## config.mk

```make
export PLATFORM = sky130hd
export DESIGN_NAME = bus_arbiter
export DESIGN_NICKNAME = d
export VERILOG_FILES = /design/src/rtl/fpgc_bus_pkg.sv /design/src/rtl/bus_arb_port.sv /design/src/rtl/bus_arbiter.sv
export SDC_FILE = /design/constraint.sdc
export NUM_CORES = 1
export LEC_CHECK = 0
export ABC_AREA = 1
export CORE_ASPECT_RATIO = 1.1
export CORE_UTILIZATION = 29
export CTS_CLUSTER_SIZE = 40
export DETAILED_ROUTE_END_ITERATION = 16
export SLEW_MARGIN = 0
export SYNTH_ARGS = -nofsm -noshare
export SYNTH_HDL_FRONTEND = slang
export SYNTH_SLANG_ARGS = --single-unit
```

## constraint.sdc

```tcl
create_clock -name clk -period 2.24 [get_ports clk]
set_clock_uncertainty 0.1 [all_clocks]
set_input_delay 0.672 -clock clk [delete_from_list [all_inputs] [get_ports clk]]
set_output_delay 0.672 -clock clk [all_outputs]
set_load 0.01 [all_outputs]
```

## src/rtl/fpgc_bus_pkg.sv

```systemverilog
// Shared types for the two-port memory-bus arbiter.
// Holds the FSM state enum, the timeout read value and port indices.
package fpgc_bus_pkg;

  typedef enum logic [1:0] {
    ST_IDLE,
    ST_ISSUE,
    ST_WAIT,
    ST_RESP
  } arb_state_e;

  localparam logic [31:0] TIMEOUT_DATA = 32'hDEADBEEF;

  localparam logic PORT_CPU = 1'b0;
  localparam logic PORT_DMA = 1'b1;

endpackage

```

## src/rtl/bus_arb_port.sv

```systemverilog
// Per-requester latch: captures a request, holds pending, keeps read data.
// Ports: addr/data/we/start from requester; clr/load from the FSM; latched outputs.
module bus_arb_port
  import fpgc_bus_pkg::*;
#(
  parameter int ADDR_W = 27,
  parameter int DATA_W = 32
) (
  input  logic              clk,
  input  logic              nreset,
  input  logic [ADDR_W-1:0] addr_i,
  input  logic [DATA_W-1:0] data_i,
  input  logic              we_i,
  input  logic              start_i,
  input  logic              clr_i,
  input  logic              load_i,
  input  logic [DATA_W-1:0] load_data_i,
  output logic              pending_o,
  output logic [ADDR_W-1:0] addr_o,
  output logic [DATA_W-1:0] data_o,
  output logic              we_o,
  output logic [DATA_W-1:0] q_o
);

  logic              accept;
  logic              pend_q, pend_d;
  logic [ADDR_W-1:0] addr_q;
  logic [DATA_W-1:0] data_q;
  logic              we_q;
  logic [DATA_W-1:0] q_q, q_d;

  // a start while pending (incl. the done cycle) is dropped
  assign accept = start_i && !pend_q;

  always_comb begin
    pend_d = pend_q;
    if (clr_i) begin
      pend_d = 1'b0;
    end else if (accept) begin
      pend_d = 1'b1;
    end
    q_d = load_i ? load_data_i : q_q;
  end

  always_ff @(posedge clk or negedge nreset) begin
    if (!nreset) begin
      pend_q <= 1'b0;
      addr_q <= '0;
      data_q <= '0;
      we_q   <= 1'b0;
      q_q    <= '0;
    end else begin
      pend_q <= pend_d;
      q_q    <= q_d;
      if (accept) begin
        addr_q <= addr_i;
        data_q <= data_i;
        we_q   <= we_i;
      end
    end
  end

  assign pending_o = pend_q;
  assign addr_o    = addr_q;
  assign data_o    = data_q;
  assign we_o      = we_q;
  assign q_o       = q_q;

endmodule

```

## src/rtl/bus_arbiter.sv

```systemverilog
// Two-port (CPU/DMA) arbiter onto a single MemoryUnit bus with timeout.
// Ports: s0_*/s1_* requesters, m_* memory bus, timeout_err pulse.
module bus_arbiter
  import fpgc_bus_pkg::*;
#(
  parameter int ADDR_W     = 27,
  parameter int DATA_W     = 32,
  parameter int FIXED_PRIO = 0,
  parameter int TIMEOUT    = 1023
) (
  input  logic              clk,
  input  logic              nreset,
  input  logic [ADDR_W-1:0] s0_addr,
  input  logic [DATA_W-1:0] s0_data,
  input  logic              s0_we,
  input  logic              s0_start,
  output logic [DATA_W-1:0] s0_q,
  output logic              s0_done,
  input  logic [ADDR_W-1:0] s1_addr,
  input  logic [DATA_W-1:0] s1_data,
  input  logic              s1_we,
  input  logic              s1_start,
  output logic [DATA_W-1:0] s1_q,
  output logic              s1_done,
  output logic [ADDR_W-1:0] m_addr,
  output logic [DATA_W-1:0] m_data,
  output logic              m_we,
  output logic              m_start,
  input  logic [DATA_W-1:0] m_q,
  input  logic              m_done,
  output logic              timeout_err
);

  localparam int CNT_W =
    (TIMEOUT > 1023) ? $clog2(TIMEOUT + 1) : 10;

  arb_state_e        state_q, state_d;
  logic              grant_q, grant_d;
  logic              last_q, last_d;
  logic [CNT_W-1:0]  cnt_q, cnt_d;
  logic              terr_q, terr_d;

  logic              pend0, pend1;
  logic [ADDR_W-1:0] addr0, addr1;
  logic [DATA_W-1:0] data0, data1;
  logic              we0, we1;
  logic              clr0, clr1;
  logic              ld0, ld1;
  logic [DATA_W-1:0] ld_data;
  logic              pick;

  bus_arb_port #(
    .ADDR_W(ADDR_W),
    .DATA_W(DATA_W)
  ) u_p0 (
    .clk        (clk),
    .nreset     (nreset),
    .addr_i     (s0_addr),
    .data_i     (s0_data),
    .we_i       (s0_we),
    .start_i    (s0_start),
    .clr_i      (clr0),
    .load_i     (ld0),
    .load_data_i(ld_data),
    .pending_o  (pend0),
    .addr_o     (addr0),
    .data_o     (data0),
    .we_o       (we0),
    .q_o        (s0_q)
  );

  bus_arb_port #(
    .ADDR_W(ADDR_W),
    .DATA_W(DATA_W)
  ) u_p1 (
    .clk        (clk),
    .nreset     (nreset),
    .addr_i     (s1_addr),
    .data_i     (s1_data),
    .we_i       (s1_we),
    .start_i    (s1_start),
    .clr_i      (clr1),
    .load_i     (ld1),
    .load_data_i(ld_data),
    .pending_o  (pend1),
    .addr_o     (addr1),
    .data_o     (data1),
    .we_o       (we1),
    .q_o        (s1_q)
  );

  // tie: fixed mode favours CPU, else the port not served last
  always_comb begin
    pick = PORT_CPU;
    unique case (1'b1)
      (pend0 && pend1):
        pick = (FIXED_PRIO != 0) ? PORT_CPU : ~last_q;
      (pend1 && !pend0):
        pick = PORT_DMA;
      default:
        pick = PORT_CPU;
    endcase
  end

  always_comb begin
    state_d = state_q;
    grant_d = grant_q;
    last_d  = last_q;
    cnt_d   = cnt_q;
    terr_d  = 1'b0;
    ld0     = 1'b0;
    ld1     = 1'b0;
    clr0    = 1'b0;
    clr1    = 1'b0;
    ld_data = m_q;
    unique case (state_q)
      ST_IDLE: begin
        if (pend0 || pend1) begin
          grant_d = pick;
          state_d = ST_ISSUE;
        end
      end
      ST_ISSUE: begin
        cnt_d   = '0;
        state_d = ST_WAIT;
      end
      ST_WAIT: begin
        if (m_done) begin
          ld0     = (grant_q == PORT_CPU);
          ld1     = (grant_q == PORT_DMA);
          state_d = ST_RESP;
        end else if (cnt_q == CNT_W'(TIMEOUT - 1)) begin
          // TIMEOUT-th wait cycle with no reply
          ld0     = (grant_q == PORT_CPU);
          ld1     = (grant_q == PORT_DMA);
          ld_data = DATA_W'(TIMEOUT_DATA);
          terr_d  = 1'b1;
          state_d = ST_RESP;
        end else begin
          cnt_d = cnt_q + 1'b1;
        end
      end
      ST_RESP: begin
        clr0    = (grant_q == PORT_CPU);
        clr1    = (grant_q == PORT_DMA);
        last_d  = grant_q;
        state_d = ST_IDLE;
      end
      default: state_d = ST_IDLE;
    endcase
  end

  always_ff @(posedge clk or negedge nreset) begin
    if (!nreset) begin
      state_q <= ST_IDLE;
      grant_q <= PORT_CPU;
      last_q  <= PORT_DMA;
      cnt_q   <= '0;
      terr_q  <= 1'b0;
    end else begin
      state_q <= state_d;
      grant_q <= grant_d;
      last_q  <= last_d;
      cnt_q   <= cnt_d;
      terr_q  <= terr_d;
    end
  end

  // granted latch is frozen while pending, so the bus is stable
  assign m_addr  = grant_q ? addr1 : addr0;
  assign m_data  = grant_q ? data1 : data0;
  assign m_we    = grant_q ? we1 : we0;
  assign m_start = (state_q == ST_ISSUE);

  assign s0_done = (state_q == ST_RESP) && (grant_q == PORT_CPU);
  assign s1_done = (state_q == ST_RESP) && (grant_q == PORT_DMA);

  assign timeout_err = terr_q;

endmodule

```

==> flow_summary.json, run 1 <==
{
  "synth-async-reset-ratio": 1.00,
  "dr_total_vias": 7405,
  "syn_nets": 1097,
  "antenna_found_initial": 3,
  "period_share": 1.10,
  "clkLatencyLatePin_ps": 500,
  "grt_max_degree": 44,
  "grt_usage": 0.177,
  "gr-total-overflow": 0,
  "r2r_setup_slack_ps": 380,
  "multiInputGateArea_sq_um": 3950,
  "crit_path_max_fanout": 7,
  "p_per_area_nw_per_um2": 1410,
  "setup_tns_ps": -8990,
  "ys.flop_type": "dfrtp_1",
  "synth_cell_type_count": 25,
  "synth_cells": 933,
  "ys_seq_area_frac": 0.563,
  "layout_setup_ws_ps": -224,
  "ant_nets": 0,
  "io_buffers": 284,
  "setup_viol_count_final": 62,
  "maxCapViolCount": 0,
  "start_kind": "register",
  "rsz0062_at_grt": "true",
  "core.rowCount": 67,
  "synth_area_sq_um": 8940,
  "routabilityCongestion": 0.785,
  "totalPowerFinal_uw": 20000,
  "vias_per_cell": 4.38,
  "cp-end-kind": "primary output",
  "insertedDiodeCount": 0,
  "die_width_microns": 169,
  "first_iter_violations": 279,
  "violations": "negative setup slack",
  "dp_hpwl_mm": 17.9,
  "hold_class": "input port to asynchronous set/reset pin",
  "ys_ff_latch": 201,
  "cts_buffers": 23,
  "wirelength_mm": 27.9,
  "worstPathArrival_ps": 1690,
  "synth_warnings": 0,
  "core-area_sq_um": 30400,
  "syn_to_final_growth_pct": 58.7,
  "path_class": "register to primary output",
  "cellLeakagePower_uw": 0.00708,
  "relSlewSlack": 0.701,
  "layout-drive-gt1-share": 0.314,
  "firstDrtPassIters": 4,
  "pin_count": 285,
  "nets": 1424,
  "status": "finished, violations left",
  "fillers": 2877,
  "cts_max_path_buffers": 3,
  "first_global_vias": 7772,
  "clockRootBuffer": "clkbuf_16",
  "avgSynthCellArea_sq_um": 9.58,
  "htree_levels": 1,
  "yosys-top-cells-area": "dfrtp_1 (56%), nand2_1 (19%), mux2_2 (15%), inv_1 (2.2%), buf_2 (1.3%)",
  "dieArea_sq_um": 31500,
  "post-route-min-period_ps": 2460,
  "yosysTopAreaCellShare": 0.560,
  "peakVddDrop_mv": 0.767,
  "grt_pass1_wl_mm": 43.1,
  "synth_top_area_cell": "dfrtp_1",
  "synth_edf_count": 0,
  "max_freq_ghz": 0.406,
  "die_h_microns": 186,
  "regArea_sq_um": 5030,
  "cts_sinks": 201,
  "crit_required_ps": 1470,
  "drv_slew": 0,
  "initial_utilization": 0.294,
  "path_clk_slew_ps": 60,
  "wl_per_cell_microns": 16.5,
  "worst_pin_slew_ps": 449,
  "hold_buffers": 0,
  "tritoncts": "built",
  "hold_viol_final": 0,
  "drc": 0
}
-- final cells by class --
class	instances	share of cell area
clock buffer	35	0.0452
clock inverter	6	0.00212
inverter	54	0.0148
multi-input combinational	637	0.279
sequential	201	0.355
tap	414	0.0365
timing repair buffer	343	0.268
-- metrics by stage --
stage | std cells | instance area, sq um | util | hold WS, ps | setup slack, ps
after floorplan | 933 | 8940 | - | 276 | 284
after global placement | 1619 | 12500 | 0.411 | 362 | -78.2
after detailed placement | 1619 | 12500 | 0.411 | 365 | -69.5
after CTS | 1693 | 13800 | 0.454 | 21.2 | -255
after global routing | 1690 | 14200 | 0.466 | 28.7 | -293
final | 1690 | 14200 | 0.466 | 24.2 | -224
-- power breakdown --
part	internal, uW	total [uW]	switching [uW]
clock	1960	3440	1480
combinational	5480	10100	4640
sequential	5350	6470	1120
total	12800	20000	7240
-- layer usage --
| layer | GRT usage | vias to the layer above | part of all wire |
|---|---|---|---|
| met3 | 0.0523 | 44 | 0.085 |
| met2 | 0.305 | 250 | 0.48 |
| met1 | 0.216 | 3543 | 0.41 |
| li1 | - | 3562 | - |
| met4 | 0.0422 | 6 | 0.017 |
| met5 | 0 | - | 0.0016 |
-- registers in the layout, summed over array words and instances (netlist names), 2 cells and up --
signal	count
u_p1.q_o	32
state_q	2
u_p1.addr_o	27
u_p0.data_o	32
u_p0.addr_o	27
u_p0.q_o	32
cnt_q	10
u_p1.data_o	32
-- worst max-delay path, stage by stage, from the launching register on --
cell and delay (ps):
dfrtp_2 420, buf_6 130, inv_8 60, buf_8 140, buf_12 140, buf_6 90
nand2_2 40, nand2_2 60, buf_6 100
-- cell usage after synthesis (2+ instances only) --
cell type,n
nand2_1,460
dfrtp_1,200
mux2_2,120
inv_1,53
buf_2,24
nor2_1,16
clkbuf_1,8
ha_1,7
nand3_1,7
buf_6,6
o21ai_0,6
nand2_2,4
a21oi_1,3
buf_1,3
nand4_1,3
xnor2_1,3
nor2_8,2
-- logic make-up (layout without fill, tap and decap cells) --
group | Yosys count | count (layout) | share of synthesized area
xor+xnor | 4 | 4 | 0.00392
flops | 201 | 201 | 0.563
simple gates | 497 | 497 | 0.219
compound gates | 9 | 9 | 0.00504
fa+ha+maj | 7 | 7 | 0.00980
mux | 120 | 120 | 0.151
buf+inv | 95 | 438 | 0.0483
-- cell usage in the layout, fill, tap and decap left out --
cell type	n
nor2_1	15
nor2_4	2
o21ai_0	6
ha_1	7
nand2_4	40
nand2_1	349
nand4_1	3
dfstp_2	1
buf_16	10
buf_12	25
buf_6	41
nor2_2	1
dfrtp_2	1
dlygate4sd2_1	1
xor2_1	1
buf_8	4
nand2_2	76
inv_2	2
nor2_8	2
clkinv_2	6
buf_4	14
a21oi_1	3
clkbuf_1	10
mux2_2	120
buf_2	28
dfrtp_1	199
nand3b_1	1
clkbuf_8	3
nand4_2	1
inv_1	51
xnor2_1	3
clkdlybuf4s50_1	204
nand3_1	7
inv_8	1
clkbuf_16	23
dlymetal6s2s_1	15
-- final timing paths --
path | end | start | cells after the start
setup / recovery | m_data[10] | grant_q | 8
hold / removal | u_p1.q_o[5] | nreset | 1
setup reg to reg | u_p0.q_o[13] | state_q[0] | 9
hold reg to reg | u_p0.q_o[16] | u_p0.q_o[16] | 2
max in group asynchronous | u_p0.q_o[2] | nreset | 2
min in group clk | u_p0.q_o[16] | u_p0.q_o[16] | 2
-- repair_timing --
item | 4_1_cts | 5_1_grt
cloned | 13 | 0
hold endpoints to repair | 0 | 0
endpoints found under the setup margin | 64 | 77
gates resized for setup | 379 | 121
pin swaps | 19 | 30
setup buffers | 21 | 0
No activity file was read; power rests on OpenSTA's default activity.
==> run 2: changes to the inputs <==
--- a/config.mk
+++ b/config.mk
@@ -7,9 +7,10 @@
 export LEC_CHECK = 0
 export ABC_AREA = 1
 export CORE_ASPECT_RATIO = 1.1
-export CORE_UTILIZATION = 29
+export CORE_UTILIZATION = 45
 export CTS_CLUSTER_SIZE = 40
 export DETAILED_ROUTE_END_ITERATION = 16
+export PLACE_DENSITY = 0.89
 export SLEW_MARGIN = 0
 export SYNTH_ARGS = -nofsm -noshare
 export SYNTH_HDL_FRONTEND = slang
==> run 2 against run 1 <==
Highest routed layer is now met4. Non-clock buffer count fell by 7. Worst hold slack improved by 350 ps. Critical path depth decreased by 2. Sequential share of layout area rose by 1.7 points. Final area is 4.6% lower. Critical path type unchanged. Clock power is 4% higher. The run still ends with negative setup slack left. Via count grew 4.0%.
==> flow_summary.json, run 2 (synthesis results as in run 1) <==
{
  "totalPowerFinal_uw": 19500,
  "placed_cell_area_sq_um": 12300,
  "syn_to_final_growth_pct": 51.4,
  "setup_viol_count_final": 61,
  "layout-drive-gt1-share": 0.282,
  "max_freq_ghz": 0.409,
  "tritoncts": "built",
  "final_cells": 1516,
  "vias_per_cell": 5.08,
  "firstDrtPassIters": 4,
  "regArea_sq_um": 5030,
  "core-area_sq_um": 19300,
  "dr_total_vias": 7700,
  "first_iter_violations": 386,
  "grt_pass1_wl_mm": 41.4,
  "worst_pin_slew_ps": 683,
  "relSlewSlack": 0.540,
  "p_per_area_nw_per_um2": 1440,
  "crit_required_ps": 1470,
  "wl_per_cell_microns": 18.3,
  "cts_max_path_buffers": 3,
  "utilization": 0.701,
  "clockRootBuffer": "clkbuf_16",
  "hold_class": "register to register",
  "dp_cells": 1450,
  "clkLatencyLatePin_ps": 500,
  "fillers": 1302,
  "final_common_cell": "nand2_1",
  "multiInputGateArea_sq_um": 3780,
  "maxCapViolCount": 0,
  "cts_sinks": 201,
  "cts_buffers": 22,
  "worstPathArrival_ps": 1670,
  "grt_max_degree": 72,
  "final_area_sq_um": 13500,
  "wirelength_mm": 27.8,
  "post-route-min-period_ps": 2440,
  "drv_slew": 0,
  "final_cell_mix": "nand2_1 (384), clkdlybuf4s50_1 (214), dfrtp_1 (199)",
  "grt_usage": 0.264,
  "crit_path_max_fanout": 8,
  "ant_nets": 0,
  "dieArea_sq_um": 20400,
  "path_class": "register to primary output",
  "hold_viol_final": 0,
  "initial_utilization": 0.463,
  "path_clk_slew_ps": 60,
  "drc": 0,
  "routabilityCongestion": 0.844,
  "die_h_microns": 150,
  "peakVddDrop_mv": 1.31,
  "rsz0062_at_grt": "true",
  "pin_count": 285,
  "cellLeakagePower_uw": 0.00676,
  "start_kind": "register",
  "first_global_vias": 8154,
  "dp_hpwl_mm": 17.4,
  "antenna_found_initial": 0,
  "core.rowCount": 53,
  "period_share": 1.09,
  "violations": "negative setup slack",
  "io_buffers": 284,
  "gr-total-overflow": 0,
  "nets": 1416,
  "holdWs_ps": 375,
  "status": "finished, violations left",
  "htree_levels": 1,
  "cp-end-kind": "primary output",
  "die_width_microns": 136,
  "layout_setup_ws_ps": -203
}
==> run 2: worst max-delay path: stages (launching register included) <==
cell and delay [ps]:
dfrtp_2 440, buf_6 160, buf_12 140, buf_16 150, nand2_1 90, nand2_2 70
buf_6 120
==> run 2: where the power goes <==
part	switching, uW	internal, uW
Clock	1460	2120
Sequential	1180	5350
Combinational	4490	4930
Total	7120	12400
==> run 2: what timing repair did <==
action / 4_1_cts / 5_1_grt
hold buffers: 1 / 0
endpoints found under the hold margin: 11 / 0
setup buffers: 16 / 4
gates cloned: 8 / 1
setup endpoints to repair: 64 / 68
gates resized for setup: 340 / 73
pin swaps: 15 / 8
==> run 2: per-layer routing <==
layer | vias to the layer above | share of wire | track usage
li1 | 3541 | - | -
met1 | 3702 | 0.36 | 0.292
met2 | 382 | 0.51 | 0.469
met3 | 75 | 0.088 | 0.0617
met4 | 0 | 0.041 | 0.137
met5 | - | 0 | 0
==> run 2: layout make-up <==
cell class,count,area share
Sequential cell,201,0.372
Multi-Input combinational cell,637,0.280
Timing Repair Buffer,336,0.258
Clock buffer,33,0.0452
Tap cell,247,0.0228
Inverter,54,0.0154
Clock inverter,6,0.00675
Antenna cell,2,0.000370
==> run 2: stage by stage <==
stage / worst slack [ps] / setup TNS [ps]
floorplan: 284 / 0
global placement: 37.6 / 0
detailed placement: 24.8 / 0
CTS: -212 / -9380
global route: -255 / -9480
finish: -203 / -6080
==> run 2: path summary, 6_finish.rpt <==
| check | startpoint | end | slack, ps | depth (start not counted) |
|---|---|---|---|---|
| max | grant_q | m_data[29] | -200 | 6 |
| min | u_p0.q_o[13] | u_p0.q_o[13] | 370 | 2 |
| max reg2reg | state_q[0] | u_p1.q_o[21] | 300 | 9 |
| min reg2reg | u_p0.q_o[13] | u_p0.q_o[13] | 370 | 2 |
| max in group asynchronous | nreset | last_q | 940 | 3 |
| min in group asynchronous | nreset | u_p1.q_o[7] | 490 | 2 |
==> run 3: changes to the inputs <==
--- a/config.mk
+++ b/config.mk
@@ -11,6 +11,7 @@
 export CTS_CLUSTER_SIZE = 40
 export DETAILED_ROUTE_END_ITERATION = 16
 export PLACE_DENSITY = 0.89
+export SKIP_CTS_REPAIR_TIMING = 1
 export SLEW_MARGIN = 0
 export SYNTH_ARGS = -nofsm -noshare
 export SYNTH_HDL_FRONTEND = slang
==> constraint.sdc (replaced) <==
create_clock -name clk -period 2.65 [get_ports clk]
set_clock_uncertainty 0.1 [all_clocks]
set_input_delay 0.795 -clock clk [delete_from_list [all_inputs] [get_ports clk]]
set_output_delay 0.795 -clock clk [all_outputs]
set_load 0.01 [all_outputs]
==> run 3 against run 2 <==
The run still ends with negative setup slack left. Via count down 2.6%. Critical path depth down 2. Clock-buffer cell count increased by 1. Global-route usage down 2.4 points. Worst hold slack got worse by 180 ps. Clock power shrank 12%. Die area is the same.
==> flow_summary.json, run 3 (synthesis results as in run 1) <==
{
  "status": "finished, violations left",
  "violations": "negative setup slack",
  "grt_usage": 0.240,
  "drc": 0,
  "final_cell_mix": "nand2_1 (458), clkdlybuf4s50_1 (222), dfrtp_1 (199)",
  "clkLatencyLatePin_ps": 500,
  "cellLeakagePower_uw": 0.00704,
  "setup_viol_count_final": 2,
  "gr-total-overflow": 0,
  "peakVddDrop_mv": 0.748,
  "final_common_cell": "nand2_1",
  "layout-drive-gt1-share": 0.158,
  "layout_setup_ws_ps": -213,
  "cp-end-kind": "primary output",
  "grt_max_degree": 69,
  "grt_pass1_wl_mm": 38.3,
  "path_clk_slew_ps": 60,
  "maxCapViolCount": 0,
  "dr_total_vias": 7501,
  "wl_per_cell_microns": 17.4,
  "routabilityCongestion": 0.834,
  "core-area_sq_um": 19300,
  "die_width_microns": 136,
  "utilization": 0.684,
  "ant_nets": 0,
  "dieArea_sq_um": 20400,
  "path_class": "register to primary output",
  "final_area_sq_um": 13200,
  "syn_to_final_growth_pct": 47.7,
  "crit_required_ps": 1760,
  "cts_max_path_buffers": 3,
  "dp_hpwl_mm": 17.0,
  "core.rowCount": 53,
  "cts_sinks": 201,
  "crit_path_max_fanout": 15,
  "pin_count": 285,
  "hold_class": "input port to asynchronous set/reset pin",
  "worstPathArrival_ps": 1970,
  "relSlewSlack": 0.595,
  "first_global_vias": 7730,
  "clockRootBuffer": "clkbuf_16",
  "fillers": 1333,
  "period_share": 1.08,
  "die_h_microns": 150,
  "max_freq_ghz": 0.349,
  "htree_levels": 1,
  "worst_pin_slew_ps": 607,
  "antenna_found_initial": 1,
  "rsz0062_at_grt": "true",
  "p_per_area_nw_per_um2": 1180,
  "hold_viol_final": 0,
  "initial_utilization": 0.463,
  "totalPowerFinal_uw": 15500,
  "cts_buffers": 22,
  "io_buffers": 284,
  "firstDrtPassIters": 4,
  "tritoncts": "built",
  "start_kind": "register",
  "post-route-min-period_ps": 2860,
  "placed_cell_area_sq_um": 12200,
  "nets": 1391,
  "wirelength_mm": 26.0,
  "drv_slew": 0,
  "first_iter_violations": 298,
  "vias_per_cell": 5.03
}
[run 3: cell types whose count changed in the layout (fill, tap and decap cells not counted), sizes merged, moves of 2 or more]
cell,previous run,this run
buf,112,24
dlymetal6s2s,5,61
clkdlybuf4s50,214,222
clkbuf,35,38
clkinv,5,3
[run 3: routing by layer]
metal  GRT usage  up-vias  share of wire
met5           0        -              0
met4      0.0917        0          0.034
li1            -     3494              -
met3      0.0566       67          0.081
met2       0.424      330           0.50
met1       0.281     3610           0.38
[run 3: layout make-up]
type                            instances  area [sq um]  share of cell area
Antenna cell                            1          2.50            0.000190
Clock buffer                           34           657              0.0498
Clock inverter                          6          82.6             0.00626
Inverter                               54           210              0.0159
Multi-Input combinational cell        637          3480               0.264
Sequential cell                       201          5030               0.381
Tap cell                              247           309              0.0234
Timing Repair Buffer                  311          3430               0.260
[run 3: worst paths after layout]
check,to,slack (ps),depth (start not counted),from
max,m_data[4],-210,4,grant_q
min,u_p0.data_o[4],190,1,nreset
max reg2reg,u_p1.q_o[19],740,11,cnt_q[0]
min reg2reg,u_p0.q_o[0],380,2,u_p0.q_o[0]
max in group asynchronous,u_p1.q_o[30],1610,2,nreset
min in group clk,u_p0.q_o[0],380,2,u_p0.q_o[0]
[run 3: per-stage QoR]
stage | TNS [ps] | hold slack [ps] | setup slack [ps] | std cells
global placement | 0 | 361 | 300 | 1443
finish | -408 | 191 | -213 | 1491
detailed placement | 0 | 364 | 272 | 1443
global route | -587 | 235 | -295 | 1490
CTS | -14310 | 221 | -277 | 1483
floorplan | 0 | 354 | 571 | 933
[run 3: critical path, stage by stage (launching register included)]
cell,delay [ps]
dfrtp_2,490
buf_6,240
nand2_1,100
nand2_1,80
clkdlybuf4s50_1,540
[run 3: power by group]
group	leakage (uW)	switching, uW	internal, uW
registers	0.00244	872	4520
clock network	0.000361	1250	1900
logic	0.00424	3280	3720
